## config.mk

```make
export PLATFORM = sky130hd
export DESIGN_NAME = imm_extend_pipe
export DESIGN_NICKNAME = d
export VERILOG_FILES = /design/src/rtl/imm_extend_pipe.sv
export SDC_FILE = /design/constraint.sdc
export NUM_CORES = 1
export LEC_CHECK = 0
export CAP_MARGIN = 20
export CORE_MARGIN = 2
export CORE_UTILIZATION = 55
export DETAILED_ROUTE_END_ITERATION = 6
export PLACE_DENSITY = 0.95
export SETUP_SLACK_MARGIN = 0.5
export SLEW_MARGIN = 20
export SYNTH_ARGS = -nofsm -noshare
export SYNTH_HDL_FRONTEND = slang
export SYNTH_SLANG_ARGS = --single-unit
```

## constraint.sdc

```tcl
create_clock -name clk -period 3.3 [get_ports clk]
set_clock_uncertainty 0.1 [all_clocks]
set_input_delay 0.66 -clock clk [delete_from_list [all_inputs] [get_ports clk]]
set_output_delay 0.66 -clock clk [all_outputs]
set_load 0.01 [all_outputs]
```

## src/rtl/imm_extend_pipe.sv

```systemverilog
// RV decode immediate generator feeding a 2-entry FIFO output buffer.
// Optional IMM_AUTO_DECODE_EN derives the format from the opcode instead of in_imm_src.
module imm_extend_pipe #(
    parameter int XLEN = 32
) (
    input  logic            clk,
    input  logic            rst_n,
    input  logic            flush,
    input  logic            in_valid,
    output logic            in_ready,
    input  logic [31:0]     in_instr,
    input  logic [2:0]      in_imm_src,
    output logic            out_valid,
    input  logic            out_ready,
    output logic [XLEN-1:0] out_imm,
    output logic            out_err
);

    localparam logic [2:0] FMT_I   = 3'd0;
    localparam logic [2:0] FMT_S   = 3'd1;
    localparam logic [2:0] FMT_B   = 3'd2;
    localparam logic [2:0] FMT_U   = 3'd3;
    localparam logic [2:0] FMT_J   = 3'd4;
    localparam logic [2:0] FMT_Z   = 3'd5;
    localparam logic [2:0] FMT_ILL = 3'd6;

    typedef enum logic [1:0] {
        ST_EMPTY = 2'd0,
        ST_ONE   = 2'd1,
        ST_FULL  = 2'd2
    } state_e;

    logic [2:0]      fmt_s;
    logic [31:0]     imm32_s;
    logic            err_s;
    logic [XLEN-1:0] imm_s;
    logic            push_s;
    logic            pop_s;
    state_e          state_q;
    state_e          state_d;
    logic            in_ready_q;
    logic            out_valid_q;
    logic            wr_ptr_q;
    logic            rd_ptr_q;
    logic [XLEN:0]   mem_q [2];
    logic [XLEN:0]   head_s;

`ifdef IMM_AUTO_DECODE_EN
    logic unused_src_s;
    assign unused_src_s = ^in_imm_src;

    // Format from the major opcode; SYSTEM splits CSR immediate forms on funct3[2].
    always_comb begin
        fmt_s = FMT_ILL;
        case (in_instr[6:0])
            7'b0010011, 7'b0000011, 7'b1100111: fmt_s = FMT_I;
            7'b0100011:                         fmt_s = FMT_S;
            7'b1100011:                         fmt_s = FMT_B;
            7'b0110111, 7'b0010111:             fmt_s = FMT_U;
            7'b1101111:                         fmt_s = FMT_J;
            7'b1110011: begin
                if (in_instr[14]) begin
                    fmt_s = FMT_Z;
                end else begin
                    fmt_s = FMT_I;
                end
            end
            default:                            fmt_s = FMT_ILL;
        endcase
    end
`else
    logic unused_opcode_s;
    assign unused_opcode_s = ^in_instr[6:0];
    assign fmt_s = in_imm_src;
`endif

    // 32-bit immediate assembly; every signed format sign-extends from instr[31].
    always_comb begin
        imm32_s = 32'd0;
        err_s   = 1'b0;
        case (fmt_s)
            FMT_I: imm32_s = {{20{in_instr[31]}}, in_instr[31:20]};
            FMT_S: imm32_s = {{20{in_instr[31]}}, in_instr[31:25], in_instr[11:7]};
            FMT_B: imm32_s = {{19{in_instr[31]}}, in_instr[31], in_instr[7],
                              in_instr[30:25], in_instr[11:8], 1'b0};
            FMT_U: imm32_s = {in_instr[31:12], 12'd0};
            FMT_J: imm32_s = {{11{in_instr[31]}}, in_instr[31], in_instr[19:12],
                              in_instr[20], in_instr[30:21], 1'b0};
            FMT_Z: imm32_s = {27'd0, in_instr[19:15]};
            default: begin
                imm32_s = 32'd0;
                err_s   = 1'b1;
            end
        endcase
    end

    // Z immediates have bit 31 clear, so replicating bit 31 is correct for every format.
    if (XLEN == 64) begin : g_xlen64
        assign imm_s = {{32{imm32_s[31]}}, imm32_s};
    end else begin : g_xlen32
        assign imm_s = imm32_s;
    end

    assign push_s = in_valid && in_ready_q && !flush;
    assign pop_s  = out_valid_q && out_ready && !flush;

    // Occupancy next-state; flush wins over any transfer.
    always_comb begin
        state_d = state_q;
        if (flush) begin
            state_d = ST_EMPTY;
        end else begin
            case (state_q)
                ST_EMPTY: state_d = push_s ? ST_ONE : ST_EMPTY;
                ST_ONE: begin
                    if (push_s && !pop_s) begin
                        state_d = ST_FULL;
                    end else if (pop_s && !push_s) begin
                        state_d = ST_EMPTY;
                    end else begin
                        state_d = ST_ONE;
                    end
                end
                ST_FULL:  state_d = pop_s ? ST_ONE : ST_FULL;
                default:  state_d = ST_EMPTY;
            endcase
        end
    end

    // State, handshake flags, pointers and storage.
    always_ff @(posedge clk or negedge rst_n) begin
        if (!rst_n) begin
            state_q     <= ST_EMPTY;
            in_ready_q  <= 1'b1;
            out_valid_q <= 1'b0;
            wr_ptr_q    <= 1'b0;
            rd_ptr_q    <= 1'b0;
            mem_q[0]    <= '0;
            mem_q[1]    <= '0;
        end else begin
            state_q     <= state_d;
            in_ready_q  <= (state_d != ST_FULL);
            out_valid_q <= (state_d != ST_EMPTY);
            if (flush) begin
                wr_ptr_q <= 1'b0;
                rd_ptr_q <= 1'b0;
            end else begin
                if (push_s) begin
                    wr_ptr_q        <= ~wr_ptr_q;
                    mem_q[wr_ptr_q] <= {imm_s, err_s};
                end
                if (pop_s) begin
                    rd_ptr_q <= ~rd_ptr_q;
                end
            end
        end
    end

    assign head_s    = mem_q[rd_ptr_q];
    assign in_ready  = in_ready_q;
    assign out_valid = out_valid_q;
    assign out_imm   = out_valid_q ? head_s[XLEN:1] : {XLEN{1'b0}};
    assign out_err   = out_valid_q & head_s[0];

endmodule

```

==> results.ini, run 1 <==
[cells_and_area]
nets = 486
antennaDiodeCount = 0
final_util_pct = 71.6
drive_gt1_share_pct = 9.56
area_delta_synth_final_pct = 23.9

[critical_path]
cp-start-kind = flop
cp-end-kind = primary output
cp.arrival_ps = 1880
critPathMaxFanout = 34
path_class = flop to primary output
required_ps = 2540

[die]
die_h_um = 86.1
die_w_um = 86.1
core_um2 = 6420
io_pins = 75
initial_core_util_pct = 57.7
rows = 29
dieArea_um2 = 7420

[route]
dr.pass1.iters = 5
first_iter_violations = 272
wl_mm = 8.70
post_drt_wl_per_cell_um = 16.5
ant_nets = 0
viasPerCell = 5.78
vias = 3045
drc = 0

[logic_synthesis]
ys_seq_area_share_pct = 48.6
synth.distinct_cells = 42
synth_flop_cell = dfrtp_1
ys_ff_latch = 72
synth_top_area_share_pct = 47.9
synth_edf_count = 0
synth-async-reset-ratio_pct = 100
yosys_warnings = 0
postSynthAreaPerCell_um2 = 9.61
synth_top_cell_by_area = dfrtp_1
postSynthNetCount = 427
synthTopCellsByArea = dfrtp_1 (48%), mux2i_1 (9.2%), nand2_1 (6.9%)
synth_area_um2 = 3710
synthCells = 386

[grt]
grt_max_degree = 41
antenna_found_initial = 0
grt_usage_pct = 25.3
grt_pass1_vias = 3023
grt_overflow = 0
grt_pass1_wl_mm = 14.5

[sta]
relSlewSlack_pct = 48.3
clock.fmax_ghz = 0.379
fin_crit_sh_pct = 79.9
drv_slew = 0
period_minus_slack_ps = 2640
hold_viol = 0
tns_ps = 0
worstMarginPinSlew_ps = 775
setup_viol = 0
rsz0062_at_grt = false

[place]
hpwl_mm = 6.01
io_buffers = 67
gp_congestion = 0.882

[power_and_ir_drop]
p_per_area_nw_per_um2 = 494
p_leak_nw = 1.88
power_mw = 2.27
ir_drop_uv = 261

[clock_network]
cts_made_buffers = 9
clk-insertion-delay-late_ps = 340
cts_tree = built
holdBufCountCts = 0
htreeDepth = 3
cts_root_buf = clkbuf_8
clock_path_buffers = 2
clock_sinks = 72
clk_pin_slew_ps = 80

[status]
status = completed

[run]
maxCapViolCount = 0

[worst_hold_path]
min_path_type = input port to async pin

-- worst max-delay path, stage by stage, from the launching register on --
cell	delay [ps]
dfrtp_2	420
buf_12	200
mux2i_1	150
nor2b_1	190
clkdlybuf4s50_1	570
-- where the power goes --
| group | internal (mW) | total, mW | switching, mW |
|---|---|---|---|
| Clock | 0.292 | 0.608 | 0.316 |
| Combinational | 0.256 | 0.528 | 0.272 |
| Sequential | 1.04 | 1.13 | 0.0905 |
-- cells in the final DEF (no fill, tap or decap), drive strengths merged --
cell,count
nor3b,5
xor2,2
dfstp,1
and3,1
nand2,69
a21oi,22
a31oi,7
nor2b,37
and2,1
buf,10
o21bai,1
a22o,8
dfrtp,71
clkinv,2
or2,1
mux2i,34
a2bb2oi,1
and3b,3
a221oi,5
clkbuf,13
nand3,1
a22oi,1
nand2b,3
mux2,1
nor2,7
inv,2
ha,1
xnor2,1
o21ai,62
clkdlybuf4s50,66
o21a,4
a21o,4
a311oi,1
nand3b,1
clkinvlp,1
-- sequential cells by signal (all words and copies together), names as in the netlist --
name and flops:
mem_q 66, state_q 2, in_ready 1, out_valid 1
rd_ptr_q 1, wr_ptr_q 1
-- area by class of cell --
| class | instances | area [um^2] |
|---|---|---|
| clock inverter | 3 | 17.5 |
| timing repair buffer | 76 | 771 |
| tap | 77 | 96.3 |
| inverter | 2 | 7.51 |
| clock buffer | 13 | 149 |
| sequential | 72 | 1810 |
| fill | 458 | 1830 |
| multi-input combinational | 284 | 1750 |
-- stage by stage --
step                      std cells  instance area [um^2]  hold slack, ps  setup slack (ps)
after floorplan                 386                  3710             264              1460
after global placement          511                  4430             360               586
after detailed placement        511                  4430             366               526
after CTS                       527                  4590             309               532
after global routing            527                  4600             349               587
final                           527                  4600             292               664
-- cells by family (layout without fill, tap and decap cells) --
logic type | Yosys count | after routing | synth area share, %
flip-flops | 72 | 72 | 48.6
adder cells (fa/ha/maj) | 1 | 1 | 0.337
buffers and inverters | 30 | 94 | 4.22
AND/OR/NAND/NOR | 129 | 129 | 17.2
XOR/XNOR | 3 | 3 | 0.709
AO/OA/AOI/OAI | 116 | 116 | 19.4
multiplexers | 35 | 35 | 9.48
-- repair_timing --
action	CTS	global route
setup endpoints to repair	0	16
gates resized for setup	0	1
hold endpoints to repair	0	0
setup buffers	0	0
-- cell usage after synthesis (2+ instances only) --
| cell | count |
|---|---|
| dfrtp_1 | 71 |
| nand2_1 | 68 |
| o21ai_0 | 40 |
| nor2b_1 | 37 |
| mux2i_1 | 34 |
| a21oi_1 | 21 |
| buf_2 | 18 |
| o21ai_1 | 12 |
| o21ai_2 | 10 |
| a22o_1 | 8 |
| a31oi_1 | 7 |
| nor2_1 | 7 |
| clkbuf_1 | 6 |
| a221oi_1 | 5 |
| nor3b_1 | 4 |
| o21a_1 | 4 |
| a21o_1 | 3 |
| nand2b_1 | 3 |
| and3b_1 | 2 |
| buf_4 | 2 |
| inv_1 | 2 |
| xor2_1 | 2 |
-- layer usage --
| layer | vias to the layer above | wire length (um) | GRT usage (%) |
|---|---|---|---|
| met5 | - | 0 | 0 |
| met4 | 0 | 127 | 10.2 |
| met3 | 12 | 642 | 5.00 |
| met2 | 133 | 4330 | 40.9 |
| met1 | 1450 | 3600 | 33.5 |
| li1 | 1450 | - | - |
-- path summary, 6_finish.rpt --
kind                                       startpoint               endpoint  slack (ps)  depth (start not counted)
worst max-delay path             rd_ptr_q$_DFFE_PN0P_            out_imm[19]         660                          4
worst max register to register    out_valid$_DFF_PN0_    out_valid$_DFF_PN0_        1200                          6
worst min-delay path                            rst_n  mem_q[60]$_DFFE_PN0P_         290                          1
max in group asynchronous                       rst_n     in_ready$_DFF_PN1_        2080                          2
worst min register to register  mem_q[37]$_DFFE_PN0P_  mem_q[37]$_DFFE_PN0P_         380                          2
min in group clk                mem_q[37]$_DFFE_PN0P_  mem_q[37]$_DFFE_PN0P_         380                          2
Note: power is estimated with default switching activity, not from simulation.
==> run 2, diff against run 1 <==
--- a/config.mk
+++ b/config.mk
@@ -7,9 +7,9 @@
 export LEC_CHECK = 0
 export CAP_MARGIN = 20
 export CORE_MARGIN = 2
-export CORE_UTILIZATION = 55
+export CORE_UTILIZATION = 52
 export DETAILED_ROUTE_END_ITERATION = 6
-export PLACE_DENSITY = 0.95
+export PLACE_DENSITY = 0.91
 export SETUP_SLACK_MARGIN = 0.5
 export SLEW_MARGIN = 20
 export SYNTH_ARGS = -nofsm -noshare
==> constraint.sdc (replaced) <==
create_clock -name clk -period 2.5 [get_ports clk]
set_clock_uncertainty 0.1 [all_clocks]
set_input_delay 0.5 -clock clk [delete_from_list [all_inputs] [get_ports clk]]
set_output_delay 0.5 -clock clk [all_outputs]
set_load 0.01 [all_outputs]
==> results.ini, run 2 (same netlist as run 1, synthesis figures left out) <==
[grt]
grt_usage_pct = 26.3
grt_max_degree = 29
grt_pass1_vias = 3295
grt_pass1_wl_mm = 15.6
antenna_found_initial = 0
grt_overflow = 0

[critical_path]
cp_slowest_stage_delay_ps = 400
r2r-start = out_valid$_DFF_PN0_
reg2reg_to = out_valid$_DFF_PN0_
cp-start-kind = flop
cp.arrival_ps = 1590
reg2reg_slack_ps = 630
required_ps = 1900
crit_path_start = rd_ptr_q$_DFFE_PN0P_
reg2regPathDepth = 6
slowest_stage = dfrtp_2
path_cells = buf_12 > mux2i_1 > nor2b_1 > dlygate4sd2_1
cp-end-kind = primary output
path_class = flop to primary output
critPathMaxFanout = 23

[route]
post_drt_wl_per_cell_um = 17.4
vias = 3234
dr.pass1.iters = 5
first_iter_violations = 260
viasPerCell = 5.79
drc = 0
wl_mm = 9.74
ant_nets = 0

[cells_and_area]
top_regs = mem_q: 66 flops, state_q: 2 flops
drive_gt1_share_pct = 14.3
final_common_cell = dfrtp_1
largest_reg_flops = 66
antennaDiodeCount = 0
top_register = mem_q
nets = 499
final_cell_mix = dfrtp_1 (70), nand2_1 (68), o21ai_0 (40), nor2b_1 (35), dlygate4sd2_1 (35)
area_delta_synth_final_pct = 28.6

[sta]
relSlewSlack_pct = 57.3
setup_viol = 0
fin_crit_sh_pct = 87.6
holdWs_ps = 56.9
clock.fmax_ghz = 0.457
hold_viol = 0
tns_ps = 0
rsz0062_at_grt = true
period_minus_slack_ps = 2190
worstMarginPinSlew_ps = 640
drv_slew = 0

[clock_network]
htreeDepth = 3
cts_made_buffers = 9
cts_root_buf = clkbuf_8
clk-insertion-delay-late_ps = 350
post_cts_buffers = 0
clock_path_buffers = 2
cts_tree = built
holdBufCountCts = 0
clk_pin_slew_ps = 80
clock_sinks = 72

[place]
gp_congestion = 0.862
io_buffers = 67
hpwl_mm = 6.77

[die]
die_w_um = 88.5
io_pins = 75
rows = 30
die_h_um = 88.5
core_um2 = 6830
initial_core_util_pct = 54.3
dieArea_um2 = 7820

[power_and_ir_drop]
p_leak_nw = 2.15
p_per_area_nw_per_um2 = 697
ir_drop_uv = 320

[status]
status = completed

[worst_hold_path]
min_path_type = input port to async pin

[run]
maxCapViolCount = 0

==> run 2: area by class of cell <==
class,count,area (um^2)
fill,522,2060
sequential,72,1800
inverter,2,7.51
clock buffer,11,131
timing repair buffer,89,816
clock inverter,5,104
tap,96,120
multi-input combinational,284,1790
==> run 2: power breakdown <==
| part | switching (mW) | internal [mW] |
|---|---|---|
| Combinational | 0.385 | 0.331 |
| Sequential | 0.127 | 1.38 |
| Clock | 0.439 | 0.666 |
==> run 2: per-stage QoR <==
stage               setup slack, ps  utilization [%]  cell area, um^2  instances  power [mW]
finish                          311             69.8             4770        559        3.32
global placement                192             66.2             4520        543        2.18
CTS                             317             69.5             4750        559        3.32
floorplan                       824                -             3710        386        1.92
global route                    273             69.8             4770        559        3.47
detailed placement             86.3             66.2             4520        543        2.24
==> run 2: per-layer routing <==
layer | share of wire [%] | GRT usage [%]
met1 | 40 | 31.3
met5 | 0 | 0
met4 | 2.5 | 13.6
met3 | 6.1 | 4.85
met2 | 51 | 45.3
==> run 2: worst max path at each step <==
| stage | endpoint | slack [ps] | cells after the start |
|---|---|---|---|
| 2_1_floorplan | out_valid$_DFF_PN0_ | 820 | 5 |
| 3_3_place_gp | mem_q[45]$_DFFE_PN0P_ | 190 | 5 |
| 3_5_place_dp | mem_q[12]$_DFFE_PN0P_ | 90 | 5 |
| 4_1_cts | out_imm[30] | 320 | 4 |
| 5_1_grt | out_imm[27] | 270 | 4 |
| 6_report | out_imm[27] | 310 | 4 |
==> run 2: repair_timing <==
item / 4_1_cts / 5_1_grt
cloned: 0 / 0
hold endpoints to repair: 0 / 0
pin swaps: 0 / 1
setup endpoints to repair: 53 / 77
gates resized for setup: 46 / 9
==> run 2: worst max-delay path: cells and delay by family, from the launching register on <==
| family | cells | cell delay (ps) |
|---|---|---|
| buffers and inverters | 2 | 500 |
| flip-flops | 1 | 400 |
| multiplexers | 1 | 260 |
| AND/OR/NAND/NOR | 1 | 70 |
